`config.mk`:
```
export PLATFORM = sky130hd
export DESIGN_NAME = sfx_state_ctrl
export DESIGN_NICKNAME = d
export VERILOG_FILES = /design/src/rtl/sfx_state_ctrl.sv
export SDC_FILE = /design/constraint.sdc
export NUM_CORES = 1
export LEC_CHECK = 0
export BUFFER_PORTS_ARGS = -buffer_cell sky130_fd_sc_hd__buf_2
export CORE_AREA = 2 2 54 61
export DETAILED_ROUTE_END_ITERATION = 10
export DIE_AREA = 0 0 56 63
export SLEW_MARGIN = 40
export SYNTH_ARGS = -nofsm -noshare
export SYNTH_HDL_FRONTEND = slang
export SYNTH_SLANG_ARGS = --single-unit
```
`constraint.sdc`:
```
create_clock -name clk -period 3.58 [get_ports clk]
set_input_delay 0.358 -clock clk [delete_from_list [all_inputs] [get_ports clk]]
set_output_delay 0.358 -clock clk [all_outputs]
set_load 0.05 [all_outputs]
```
`src/rtl/sfx_state_ctrl.sv`:
```
// sfx_state_ctrl: turns game event pulses into held L/R channel states
// for the beat sequencers, with prioritised and beat-timed R clips.
module sfx_state_ctrl #(
    parameter int SFX_BEATS = 256,
    parameter int CW        = 9
) (
    input  logic       clk,
    input  logic       reset,
    input  logic       beat_tick,
    input  logic       coin_deposited,
    input  logic       game_over,
    input  logic       good_ball,
    input  logic       bad_ball,
    input  logic       high_score,
    output logic       state_for_L_ch,
    output logic [1:0] state_for_R_ch,
    output logic       sfx_busy
);

    typedef enum logic [1:0] {
        IDLE = 2'b00,
        PLAY = 2'b01,
        GAP  = 2'b10
    } state_t;

    localparam logic [CW-1:0] BEATS_W = CW'(SFX_BEATS);

    state_t        state_q, state_d;
    logic          l_q, l_d;
    logic [1:0]    r_q, r_d;
    logic [1:0]    pend_q, pend_d;
    logic [CW-1:0] cnt_q, cnt_d;
    logic          busy_q, busy_d;

    logic [1:0]    req_k;
    logic          req_v;
    logic [CW-1:0] cnt_inc;

    // Collapse simultaneous requests to the highest-priority kind
    always_comb begin
        req_k = 2'b00;
        if (high_score) begin
            req_k = 2'b11;
        end else if (bad_ball) begin
            req_k = 2'b10;
        end else if (good_ball) begin
            req_k = 2'b01;
        end
    end

    assign req_v   = |req_k;
    assign cnt_inc = cnt_q + CW'(1);

    // Next-state logic for the L channel and the R clip FSM
    always_comb begin
        state_d = state_q;
        l_d     = l_q;
        r_d     = r_q;
        pend_d  = pend_q;
        cnt_d   = cnt_q;
        busy_d  = busy_q;

        // game_over wins over a coincident coin
        if (game_over) begin
            l_d = 1'b0;
        end else if (coin_deposited) begin
            l_d = 1'b1;
        end

        unique case (state_q)
            IDLE: begin
                // a tick in the entry cycle is not counted
                if (req_v) begin
                    state_d = PLAY;
                    r_d     = req_k;
                    cnt_d   = '0;
                    busy_d  = 1'b1;
                end
            end
            PLAY: begin
                if (req_v && (req_k > r_q)) begin
                    r_d   = req_k;
                    cnt_d = '0;
                end else if (req_v && (req_k == r_q)) begin
                    // drop to silence so the sequencer sees a fresh start
                    state_d = GAP;
                    r_d     = 2'b00;
                    pend_d  = req_k;
                end else if (beat_tick) begin
                    if (cnt_inc == BEATS_W) begin
                        state_d = IDLE;
                        r_d     = 2'b00;
                        cnt_d   = '0;
                        busy_d  = 1'b0;
                    end else begin
                        cnt_d = cnt_inc;
                    end
                end
            end
            GAP: begin
                if (req_v && (req_k > pend_q)) begin
                    pend_d = req_k;
                end
                if (beat_tick) begin
                    state_d = PLAY;
                    r_d     = pend_d;
                    pend_d  = 2'b00;
                    cnt_d   = '0;
                end
            end
            default: begin
                state_d = IDLE;
                r_d     = 2'b00;
                pend_d  = 2'b00;
                cnt_d   = '0;
                busy_d  = 1'b0;
            end
        endcase
    end

    // State registers with synchronous reset
    always_ff @(posedge clk) begin
        if (reset) begin
            state_q <= IDLE;
            l_q     <= 1'b0;
            r_q     <= 2'b00;
            pend_q  <= 2'b00;
            cnt_q   <= '0;
            busy_q  <= 1'b0;
        end else begin
            state_q <= state_d;
            l_q     <= l_d;
            r_q     <= r_d;
            pend_q  <= pend_d;
            cnt_q   <= cnt_d;
            busy_q  <= busy_d;
        end
    end

    assign state_for_L_ch = l_q;
    assign state_for_R_ch = r_q;
    assign sfx_busy       = busy_q;

endmodule

```
==> results.md <==
* Status: finished clean
* Setup TNS at 0 ns
* Vias post-DR at 1252
* Die height at 63 um
* Setup-failing EPs final at 0
* Initial antenna violation count at 0
* Synth Register Bits at 17
* Predominant post-synthesis flop cell: dfxtp_1
* Worst Setup EP: cnt_q[8]
* Die span in x at 56 um
* Net count reported at finish at 191
* Sequential power share at 0.345
* Clock power share at 0.160
* WP data arrival at 2.57 ns
* Yosys cell types at 45
* DRT antenna net count at 0
* Port Buffers at 11
* Largest net degree at the start of global routing at 15
* # IOs at 12
* DR top layer: met4
* DR pass1 iterations at 4
* Num Clock Sinks at 17
* Fin. Hold Viols at 0
* GRT Util Overall at 0.166
* CP startpoint: bad_ball
* Diode count at 0
* Total power at 0.000661 W
* Gate power share at 0.495
* GRT Residual Overflow at 0
* Post-DP HPWL at 2.22 mm
* Hold depth at 2
* First-pass GRT wire length at 4.76 mm
* Maxcap violations at 0
* Setup Skew at 0.00134 ns
* CTS tree: built
* Share of post-route cells with drive strength above 1 at 0.127
* Nature of the critical path endpoint: register
* HP Class: input port to register
* Leakage at 0.525 nW
* DRT iter0 DRCs at 32
* Reg2reg setup slack at 1.25 ns
* Area growth from synthesis to layout at 8.19%
* Main combinational cell family by area after synthesis: compound AO/OA/AOI/OAI gates
* Sw Ratio at 0.448
* Sequential area share after synthesis at 0.272
* Setup Crit Path Kind: input port to register
* Number of flops mapped to enable cells by yosys at 0
* Number of fill cells at 304
* Yosys warning count at 0
* Routability cong. at 0.928
* Reg clk slew, reported paths at about 0.1 ns
* Met3 wire length at between 70 and 80 um
* Worst-case clock buffer depth at 2
* Syn_nets at 180
* Final wirelength at 2.90 mm
* Worst-skew pair later-pin latency at 0.29 ns
* Mux contribution to synthesized area at 0.0410
* Residual DRC at 0
* Number of max-slew violations in the final report at 0
* H-tree depth at 1
* Crit share post-route at 0.664
* Post-CTS Setup Repair Bufs at 0
* Post-CTS resize count at 0
* R2R Path Start: state_for_R_ch[1]
* Mapped Area at 1250 sq um
* Slew margin rel. at 0.522
* Slew @ Worst Pin at around 0.71 ns
* Pwr Density at 488 nW/um^2
* Synth Area in Adders at 0.0899
* Wire length on met2 at 1.42 mm
* Compound-Gate Fraction of Synth Area at 0.267
* Die area at 3530 sq um
* Ys async rst share at 0
* FP Rows at 21
* Startpoint types: input port
* Initial Util at 0.426
* Xor/xnor cell area share of the yosys netlist at 0.0200
* Wire per inst at between 10 and 15 um
* Clock buffer count from CTS at 3
* Vias in the first global route at 1169
* RSZ-0062 raised after global routing: false
* Fmax at 421 MHz
* WL met1 at 1.27 mm
* CTS Root Buffer Type: clkbuf_4
* Minimum clock period at 2.38 ns
* Synth Area in Simple Gates at 0.264
* FF-to-FF End: cnt_q[8]
* VDD IR max at ~0.23 mV
* Hold-fix buffers at CTS at 0
* FF-to-FF path depth at 8
* Via/cell ratio at 6.05
* Cell Int Power at 0.000365 W
* Max FO, Critical Path at 11
* CORE AREA at 2940 sq um
* Cells after synthesis at approximately 160
* Net switching power at 0.000297 W
* Crit path required time at between 3 and 4 ns
* Post-synthesis average cell area at 7.68 sq um
-- metrics by stage --
step	hold slack, ns	setup WS, ns	instances	util	instance area [sq um]
2_1_floorplan	0.427	1.36	163	-	1250
3_3_place_gp	0.463	1.01	203	0.452	1330
3_5_place_dp	0.476	0.887	203	0.452	1330
4_1_cts	0.209	1.20	207	0.460	1360
5_1_grt	0.199	1.01	207	0.460	1360
6_report	0.216	1.20	207	0.460	1360
-- state kept, by name, summed over array words and instances, names as in the netlist --
name            flops
cnt_q               9
state_q             2
state_for_R_ch      2
sfx_busy            1
pend_q              2
state_for_L_ch      1
-- power groups by stage --
stage          clock network, W  logic, W  registers (W)
6_report               0.000106  0.000327       0.000228
5_1_grt                0.000121  0.000359       0.000231
4_1_cts                0.000111  0.000326       0.000227
3_5_place_dp                  0  0.000323       0.000232
3_3_place_gp                  0  0.000318       0.000230
2_1_floorplan                 0  0.000215       0.000270
-- layer usage --
layer	vias up	GRT usage
met5	-	0
met3	14	0.0228
li1	622	-
met1	592	0.186
met4	0	0.110
met2	24	0.288
-- cell usage in the layout (no fill, tap or decap), drive strengths merged, types with 2 or more instances in the layout --
| cell type | count |
|---|---|
| o31ai | 2 |
| nand2b | 3 |
| xor2 | 2 |
| o22ai | 4 |
| nor2 | 11 |
| or3 | 4 |
| mux2i | 4 |
| nor3 | 7 |
| o211ai | 4 |
| nand2 | 17 |
| o21ai | 11 |
| clkbuf | 4 |
| buf | 11 |
| and2 | 2 |
| dfxtp | 17 |
| a31o | 2 |
| o21a | 2 |
| a21oi | 18 |
| nor2b | 2 |
| nand3 | 8 |
| inv | 10 |
| and3 | 3 |
| a31oi | 3 |
| ha | 9 |
-- logic make-up (layout without fill, tap and decap cells) --
kind of cell    Yosys count  after routing
buf+inv                  15             25
simple gates             62             62
compound gates           53             53
xor+xnor                  2              2
fa+ha+maj                 9              9
mux                       5              5
flops                    17             17
-- layout make-up --
| type | instances | area, sq um | share of cell area |
|---|---|---|---|
| Clock buffer | 4 | 26.3 | 0.0194 |
| Inverter | 10 | 37.5 | 0.0277 |
| Multi-Input combinational cell | 131 | 853 | 0.630 |
| Sequential cell | 17 | 340 | 0.251 |
| Tap cell | 34 | 42.5 | 0.0314 |
| Timing Repair Buffer | 11 | 55.1 | 0.0406 |
-- cell usage after synthesis, types with 3 or more instances --
master	count	area (sq um)
a31oi_1	3	18.8
a21oi_1	18	90.1
nor3_1	6	30.0
nand2b_1	3	18.8
mux2i_1	4	40.0
ha_1	9	113
nand3_1	6	30.0
dfxtp_1	17	340
or3_1	4	25.0
nor2_1	11	41.3
o22ai_1	4	25.0
nand2_1	17	63.8
o21ai_0	9	45.0
o211ai_1	3	22.5
inv_1	10	37.5
-- critical path: stages --
cell and delay [ns]:
buf_2 0.12, nor2_1 0.20, inv_1 0.12, ha_1 0.33, nor2b_1 0.17, o211ai_2 0.18
a21oi_1 0.09, o21ai_1 0.58, and4b_1 0.27, o21a_1 0.16
-- how the worst min path moves through the flow --
stage / start / endpoint
finish: game_over / state_for_L_ch
global placement: state_for_R_ch[1] / state_for_R_ch[1]
floorplan: reset / pend_q[0]
CTS: game_over / state_for_L_ch
detailed placement: state_for_R_ch[1] / state_for_R_ch[1]
global route: game_over / state_for_L_ch
Note: power is estimated with default switching activity, not from simulation.
